### src/rtl/stage_wb_multi.sv
// ----------------------------------------------------------------------------
// stage_wb_multi
//   Writeback stage for a bundle of LANES instructions. It holds one bundle,
//   commits its register writes exactly once (on retirement), exposes the held
//   results for hazard/forwarding logic and counts retired lanes.
//
// Parameters
//   DATA_W  register/PC data width
//   ADDR_W  register address width
//   LANES   instructions per bundle (1..4); lane i lives at [i*W +: W]
//   CNT_W   retired-lane counter width (wraps)
//
// Ports
//   clk, resetn                 clock (rising edge), async active-low reset
//   validin / allowin           upstream handshake
//   validout / allowout         downstream (retirement) handshake
//   flush                       drop the held bundle without writing
//   input_lane_valid/pc/rf_we/rf_waddr/rf_wdata   per-lane bundle contents
//   rf_we/rf_waddr/rf_wdata     register file write ports, one per lane
//   fwd_valid/fwd_waddr/fwd_wdata   held results for forwarding
//   retired_cnt                 lanes retired since reset
//
// Optional build macro WB_TRACE_EN adds debug_wb_pc, debug_wb_rf_we (4 bits per
// lane), debug_wb_rf_wnum and debug_wb_rf_wdata trace outputs.
//
// Handshake: a bundle transfers into this stage on a rising edge where
// validin & allowin; it retires on a rising edge where validout & allowout
// (fire). allowin = !valid | allowout, so a bundle may enter in the same
// cycle the previous one retires. The stage is always ready to go.
// ----------------------------------------------------------------------------
module stage_wb_multi #(
  parameter int DATA_W = 32,
  parameter int ADDR_W = 5,
  parameter int LANES  = 1,
  parameter int CNT_W  = 32
) (
  input  logic                      clk,
  input  logic                      resetn,
  input  logic                      validin,
  output logic                      allowin,
  output logic                      validout,
  input  logic                      allowout,
  input  logic                      flush,
  input  logic [LANES-1:0]          input_lane_valid,
  input  logic [LANES*DATA_W-1:0]   input_pc,
  input  logic [LANES-1:0]          input_rf_we,
  input  logic [LANES*ADDR_W-1:0]   input_rf_waddr,
  input  logic [LANES*DATA_W-1:0]   input_rf_wdata,
  output logic [LANES-1:0]          rf_we,
  output logic [LANES*ADDR_W-1:0]   rf_waddr,
  output logic [LANES*DATA_W-1:0]   rf_wdata,
  output logic [LANES-1:0]          fwd_valid,
  output logic [LANES*ADDR_W-1:0]   fwd_waddr,
  output logic [LANES*DATA_W-1:0]   fwd_wdata,
  output logic [CNT_W-1:0]          retired_cnt
`ifdef WB_TRACE_EN
  ,
  output logic [LANES*DATA_W-1:0]   debug_wb_pc,
  output logic [LANES*4-1:0]        debug_wb_rf_we,
  output logic [LANES*ADDR_W-1:0]   debug_wb_rf_wnum,
  output logic [LANES*DATA_W-1:0]   debug_wb_rf_wdata
`endif
);

  logic                    valid;
  logic [LANES-1:0]        lane_valid_q;
  logic [LANES*DATA_W-1:0] pc_q;
  logic [LANES-1:0]        we_q;
  logic [LANES*ADDR_W-1:0] waddr_q;
  logic [LANES*DATA_W-1:0] wdata_q;

  logic                    fire;
  logic                    load;
  logic [LANES-1:0]        ew;        // lane really writes a non-zero register
  logic [LANES-1:0]        sup;       // lane overwritten by a higher lane in bundle
  logic [CNT_W-1:0]        lane_pop;

  assign allowin  = !valid || allowout;
  assign validout = valid;
  assign fire     = valid && allowout;
  assign load     = validin && allowin;

  always_comb begin
    ew  = '0;
    sup = '0;
    for (int i = 0; i < LANES; i++) begin
      ew[i] = lane_valid_q[i] && we_q[i] && (waddr_q[i*ADDR_W +: ADDR_W] != '0);
    end
    // Intra-bundle WAW: only the highest lane writing a given register commits.
    for (int i = 0; i < LANES; i++) begin
      for (int j = i + 1; j < LANES; j++) begin
        if (ew[i] && ew[j] &&
            (waddr_q[i*ADDR_W +: ADDR_W] == waddr_q[j*ADDR_W +: ADDR_W])) begin
          sup[i] = 1'b1;
        end
      end
    end
  end

  always_comb begin
    lane_pop = '0;
    for (int i = 0; i < LANES; i++) begin
      lane_pop = lane_pop + CNT_W'(lane_valid_q[i]);
    end
  end

  // Writes are gated by fire, which is true for exactly one cycle per bundle,
  // so a stalled bundle never writes twice.
  assign rf_we     = (fire && !flush) ? (ew & ~sup) : '0;
  assign rf_waddr  = waddr_q;
  assign rf_wdata  = wdata_q;
  assign fwd_valid = valid ? (ew & ~sup) : '0;
  assign fwd_waddr = waddr_q;
  assign fwd_wdata = wdata_q;

  always_ff @(posedge clk or negedge resetn) begin
    if (!resetn) begin
      valid        <= 1'b0;
      lane_valid_q <= '0;
      pc_q         <= '0;
      we_q         <= '0;
      waddr_q      <= '0;
      wdata_q      <= '0;
    end else if (flush) begin
      valid <= 1'b0;
    end else if (load) begin
      valid        <= 1'b1;
      lane_valid_q <= input_lane_valid;
      pc_q         <= input_pc;
      we_q         <= input_rf_we;
      waddr_q      <= input_rf_waddr;
      wdata_q      <= input_rf_wdata;
    end else if (fire) begin
      valid <= 1'b0;
    end
  end

  always_ff @(posedge clk or negedge resetn) begin
    if (!resetn) begin
      retired_cnt <= '0;
    end else if (fire && !flush) begin
      retired_cnt <= retired_cnt + lane_pop;
    end
  end

`ifdef WB_TRACE_EN
  always_comb begin
    debug_wb_rf_we = '0;
    for (int i = 0; i < LANES; i++) begin
      debug_wb_rf_we[i*4 +: 4] = {4{rf_we[i]}};
    end
  end
  assign debug_wb_pc       = pc_q;
  assign debug_wb_rf_wnum  = waddr_q;
  assign debug_wb_rf_wdata = wdata_q;
`endif

endmodule

### config.mk
export PLATFORM = sky130hd
export DESIGN_NAME = stage_wb_multi
export DESIGN_NICKNAME = d
export VERILOG_FILES = /design/src/rtl/stage_wb_multi.sv
export SDC_FILE = /design/constraint.sdc
export NUM_CORES = 1
export LEC_CHECK = 0
export BUFFER_PORTS_ARGS = -buffer_cell sky130_fd_sc_hd__buf_2
export CAP_MARGIN = 20
export CORE_MARGIN = 10
export CORE_UTILIZATION = 41
export CTS_BUF_LIST = sky130_fd_sc_hd__clkbuf_8 sky130_fd_sc_hd__clkbuf_16
export CTS_CLUSTER_DIAMETER = 150
export DETAILED_ROUTE_END_ITERATION = 6
export MAX_ROUTING_LAYER = met4
export PLACE_DENSITY = 0.76
export SYNTH_ARGS = -nofsm -noshare
export SYNTH_HDL_FRONTEND = slang
export SYNTH_SLANG_ARGS = --single-unit
### constraint.sdc
create_clock -name clk -period 4.5 [get_ports clk]
set_input_delay 1.35 -clock clk [delete_from_list [all_inputs] [get_ports clk]]
set_output_delay 1.35 -clock clk [all_outputs]
set_load 0.01 [all_outputs]
==> flow_metrics.tcl, run 1 <==
set metrics [dict create \
    h-tree-depth 3 \
    grt_max_degree 73 \
    crit_fanout 4 \
    pwr-share-clk_pct 30.9 \
    clk_latency_ps 340 \
    async_reset_ff_share_pct 100.0 \
    tightest_slew_ps 997.5 \
    vias_per_cell 4.749 \
    initial_core_util_pct 42.76 \
    drc 0 \
    synth_area_leaders "dfrtp_1 54%, mux2_2 14%, buf_4 8.5%" \
    p_int_uw 1143 \
    status "finished, final reports clean" \
    n_antenna_cell 0 \
    design.portCount 186 \
    ys_top_cells_by_count "72 x dfrtp_1, 41 x mux2_2, 38 x buf_4" \
    ys_warn_count 0 \
    final_nets 462 \
    dieWidth_um 110.5 \
    cp.required_ps 3150 \
    syn-cell-area_sq_mm 0.003356 \
    rows 32 \
    max_slew_margin_pct 33.25 \
    rsz0062_at_grt "false" \
    cellLeakagePower_uw 0.002120 \
    worstSetupStartpointType "primary input" \
    cp-end-kind "primary output" \
    finalSetupViolCount 0 \
    clock_path_buffers 2 \
    finalPower_uw 1625 \
    pwr_density_cell_mw_per_mm2 392.6 \
    drt_iter0_markers 70 \
    drive_above_1_share_pct 56.44 \
    fin_util_pct 52.74 \
    syn_avg_cell_area_sq_um 12.86 \
    hp-class "flip-flop to flip-flop" \
    coreArea_sq_mm 0.007848 \
    syn_nets 340 \
    ys_seq_area_share_pct 53.69 \
    switching_share_pct 29.67 \
    dieArea_sq_mm 0.01220 \
    power.share.combinational_pct 21.1 \
    p_switching_uw 482.1 \
    antenna_found_initial 0 \
    numPortBuffers 153 \
    fin_crit_ps 3305 \
    fin_area_sq_mm 0.004139 \
    gp_congestion 0.7627 \
    synth_area_leader_cell "dfrtp_1" \
    max_freq_ghz 0.3026 \
    cts_root_buf "clkbuf_8" \
    path_clk_slew_ps 80 \
    yosysMostFrequentCell "dfrtp_1" \
    drtPass1Iterations 4 \
    seqPwrFrac_pct 48.0 \
    slew_violations 0 \
    die_h_um 110.5 \
    setup_tns_ps 0 \
    synth_edf_count 0 \
    synthCells 261 \
    drv_cap 0 \
    critPathKind "primary input to primary output" \
    grt_pass1_vias 2443 \
    cts_setup_buffers 0 \
    cts_sinks 72 \
    wl_per_cell_um 16.21 \
    hpwl_um 6083 \
    cts_made_buffers 9 \
    place_area_sq_mm 0.003943 \
    ys_dominant_reg_cell "dfrtp_1" \
    synthDistinctLibCells 29 \
    drt-total-wl_um 7945 \
    globalRoute.totalOverflow 0 \
    num_vias 2327 \
    postCtsResizedCells 0 \
    cts_tree "done" \
    grt_pass1_wl_um 13140 \
    finalHoldViolCount 0 \
    finClkSkew_ps 12.94 \
    yosysTopAreaCellShare_pct 53.69 \
    whs_ps 475.4 \
    vdd_drop_max_mv 0.2006 \
    grt_use_total_pct 13.19 \
    ant_nets 0 \
    ctsHoldBuffers 0 \
    syn_to_final_growth_pct 23.34 \
    period_share_pct 73.43 \
    synth-seq-cells 72 \
    critPathArrivalTime_ps 1950 \
]
flip-flops by register name (all words and copies together) (netlist names):
name	count
fwd_waddr	5
fwd_wdata	32
lane_valid_q	1
retired_cnt	32
validout	1
we_q	1
path summary, 6_finish.rpt:
| kind | cells past startpoint | endpoint | from | slack (ps) |
|---|---|---|---|---|
| min reg2reg | 1 | retired_cnt[31] | retired_cnt[31] | 480 |
| min | 1 | retired_cnt[31] | retired_cnt[31] | 480 |
| max | 4 | allowin | allowout | 1200 |
| min in group asynchronous | 1 | retired_cnt[30] | resetn | 1120 |
| max in group asynchronous | 1 | retired_cnt[0] | resetn | 2770 |
| max reg2reg | 6 | retired_cnt[8] | lane_valid_q | 2240 |
routing by layer:
layer	GRT usage (%)	share of wire, %	up-vias
met4	4.663	1.0	0
met2	20.85	49	88
li1	-	-	1113
met3	3.620	5.2	6
met1	15.82	45	1120
met5	-	0	-
worst max-delay path, stage by stage:
cell,delay (ps)
buf_2,130
nor2b_1,270
inv_1,60
buf_2,150
logic make-up (layout without fill, tap and decap cells):
| group | after synthesis | in the layout | share of synthesized area, % |
|---|---|---|---|
| AO/OA/AOI/OAI | 1 | 1 | 0.1490 |
| buffers and inverters | 45 | 172 | 9.955 |
| XOR/XNOR | 30 | 30 | 7.830 |
| adder cells (fa/ha/maj) | 3 | 3 | 1.119 |
| flip-flops | 72 | 72 | 53.69 |
| AND/OR/NAND/NOR | 69 | 69 | 13.50 |
| multiplexers | 41 | 41 | 13.76 |
power by group through the flow:
| stage | sequential [uW] | combinational (uW) | clock, uW |
|---|---|---|---|
| floorplan | 823 | 206 | 0 |
| global placement | 788 | 349 | 0 |
| detailed placement | 794 | 355 | 0 |
| CTS | 782 | 356 | 516 |
| global route | 795 | 377 | 555 |
| finish | 780 | 343 | 502 |
layout by cell type, fill, tap and decap left out, drive strengths merged, types with 3 or more instances in the layout:
cell type | synthesis | routed
nand2 | 13 | 13
nor2 | 7 | 7
dfrtp | 72 | 72
xnor2 | 26 | 26
and3 | 5 | 5
nand4b | 4 | 4
and2 | 3 | 3
clkinv | 0 | 4
xor2 | 4 | 4
clkbuf | 1 | 9
nand3 | 10 | 10
ha | 3 | 3
and4 | 5 | 5
nor3 | 4 | 4
buf | 43 | 155
mux2 | 41 | 41
nand4 | 12 | 12
per-stage QoR:
stage	worst slack (ps)	std cells
after floorplan	1517	261
after global placement	1192	474
after detailed placement	1185	474
after CTS	1184	490
after global routing	1118	490
final	1195	490
area by class of cell:
| class | count | area (sq um) |
|---|---|---|
| Clock buffer | 9 | 123.9 |
| Timing Repair Buffer | 155 | 783.3 |
| Tap cell | 102 | 127.6 |
| Clock inverter | 7 | 72.57 |
| Fill cell | 736 | 3709 |
| Sequential cell | 72 | 1802 |
| Inverter | 1 | 3.754 |
| Multi-Input combinational cell | 144 | 1226 |
Power figures use the tool's default switching activity.
==> run 2, diff against run 1 <==
Settings changed: CORE_UTILIZATION 41 to 40, PLACE_DENSITY 0.76 to 0.77.
Clock period 4.5 ns to 2.7 ns, I/O delays scaled along.
==> run 2 against run 1 <==
Critical path depth unchanged. Power up 76%. Cell count increased by 0.61%.
==> flow_metrics.tcl, run 2 (synthesized netlist as in run 1, its figures left out) <==
set metrics [dict create \
    crit_fanout 4 \
    grt_use_total_pct 13.93 \
    critPathKind "primary input to primary output" \
    status "finished, final reports clean" \
    ant_nets 0 \
    cts_root_buf "clkbuf_8" \
    grt_max_degree 73 \
    ctsHoldBuffers 0 \
    drtPass1Iterations 4 \
    tightest_slew_ps 895.0 \
    reg2reg_depth 4 \
    multi_input_area_sq_mm 0.001226 \
    rsz0062_at_grt "false" \
    numPortBuffers 153 \
    register_area_sq_mm 0.001802 \
    period_share_pct 84.15 \
    final_nets 462 \
    grt_pass1_vias 2617 \
    globalRoute.totalOverflow 0 \
    coreArea_sq_mm 0.008175 \
    fin_util_pct 51.18 \
    drive_above_1_share_pct 56.44 \
    h-tree-depth 3 \
    drv_cap 0 \
    fin_crit_ps 2272 \
    vias_per_cell 4.793 \
    worst_slack_ps 428.1 \
    critPathArrivalTime_ps 1460 \
    pwr_density_cell_mw_per_mm2 682.0 \
    postCtsResizedCells 0 \
    cts_tree "done" \
    setup_tns_ps 0 \
    r2r-start "retired_cnt[11]" \
    max_slew_margin_pct 40.34 \
    cp.required_ps 1890 \
    rows 33 \
    syn_to_final_growth_pct 24.68 \
    hpwl_um 6354 \
    drt-total-wl_um 8401 \
    final_common_cell "buf_2" \
    die_h_um 111.6 \
    final_cell_mix "152 x buf_2, 72 x dfrtp_1, 41 x mux2_2, 26 x xnor2_1, 13 x nand2_1" \
    cp-end-kind "primary output" \
    num_vias 2363 \
    place_ws_ps 383.6 \
    design.portCount 186 \
    crit_path_start "allowout" \
    hp-class "flip-flop to flip-flop" \
    reg2reg_slack_ps 830 \
    n_antenna_cell 0 \
    slew_violations 0 \
    cellLeakagePower_uw 0.002136 \
    drc 0 \
    vdd_drop_max_mv 0.3234 \
    r2r_end "retired_cnt[24]" \
    path_clk_slew_ps 80 \
    endpoint "allowin" \
    finalHoldViolCount 0 \
    drt_iter0_markers 99 \
    grt_pass1_wl_um 13980 \
    dieWidth_um 111.6 \
    max_freq_ghz 0.4402 \
    initial_core_util_pct 41.05 \
    worstSetupStartpointType "primary input" \
    antenna_found_initial 0 \
    finalSetupViolCount 0 \
    fillerInstances 740 \
    clk_latency_ps 340 \
    cts_made_buffers 9 \
    dieArea_sq_mm 0.01245 \
    cts_setup_buffers 0 \
    cts_sinks 72 \
    clock_path_buffers 2 \
    wl_per_cell_um 17.04 \
    finClkSkew_ps 16.71 \
    gp_congestion 0.7601 \
]
run 2: cell types whose count changed in the layout (fill, tap and decap cells not counted):
cell / previous run / this run
bufinv_16: 1 / 2
inv_6: 0 / 3
clkinv_4: 2 / 0
clkinv_2: 2 / 0
buf_4: 3 / 2
buf_12: 0 / 1
run 2: layer usage:
layer / GRT usage (%) / vias up / part of all wire [%]
li1: - / 1104 / -
met1: 15.20 / 1148 / 40
met2: 22.74 / 96 / 50
met3: 4.670 / 15 / 7.6
met4: 5.998 / 0 / 2.2
met5: - / - / 0
run 2: power by group:
part / switching, uW / total, uW / internal (uW) / leakage [uW]
clock: 439 / 969 / 530 / 0.000107
sequential: 103 / 1300 / 1200 / 0.000915
combinational: 302 / 582 / 280 / 0.00111
total: 844 / 2850 / 2010 / 0.00214
run 2: worst min-delay path by stage:
stage / startpoint / endpoint / depth (start not counted) / slack (ps)
floorplan: we_q / we_q / 1 / 480
global placement: retired_cnt[31] / retired_cnt[31] / 1 / 460
detailed placement: retired_cnt[31] / retired_cnt[31] / 1 / 470
CTS: retired_cnt[31] / retired_cnt[31] / 1 / 480
global route: retired_cnt[16] / retired_cnt[16] / 1 / 520
finish: retired_cnt[31] / retired_cnt[31] / 1 / 480
run 2: final cells by class:
cell class,count,share of cell area [%]
Timing Repair Buffer,155,19.02
Clock buffer,9,2.961
Multi-Input combinational cell,144,29.31
Clock inverter,7,2.422
Inverter,1,0.08971
Sequential cell,72,43.06
Tap cell,105,3.140
run 2: stage by stage:
step	cells	hold slack, ps	cell area (sq um)	power (uW)
2_1_floorplan	261	481.6	3356	1714
3_3_place_gp	477	458.5	3959	1897
3_5_place_dp	477	470.7	3959	1921
4_1_cts	493	482.1	4184	2902
5_1_grt	493	518.4	4184	3011
6_report	493	482.6	4184	2853
run 2: critical path, stage by stage:
cell	delay [ps]
buf_2	130
nor2b_1	300
inv_1	80
buf_2	150
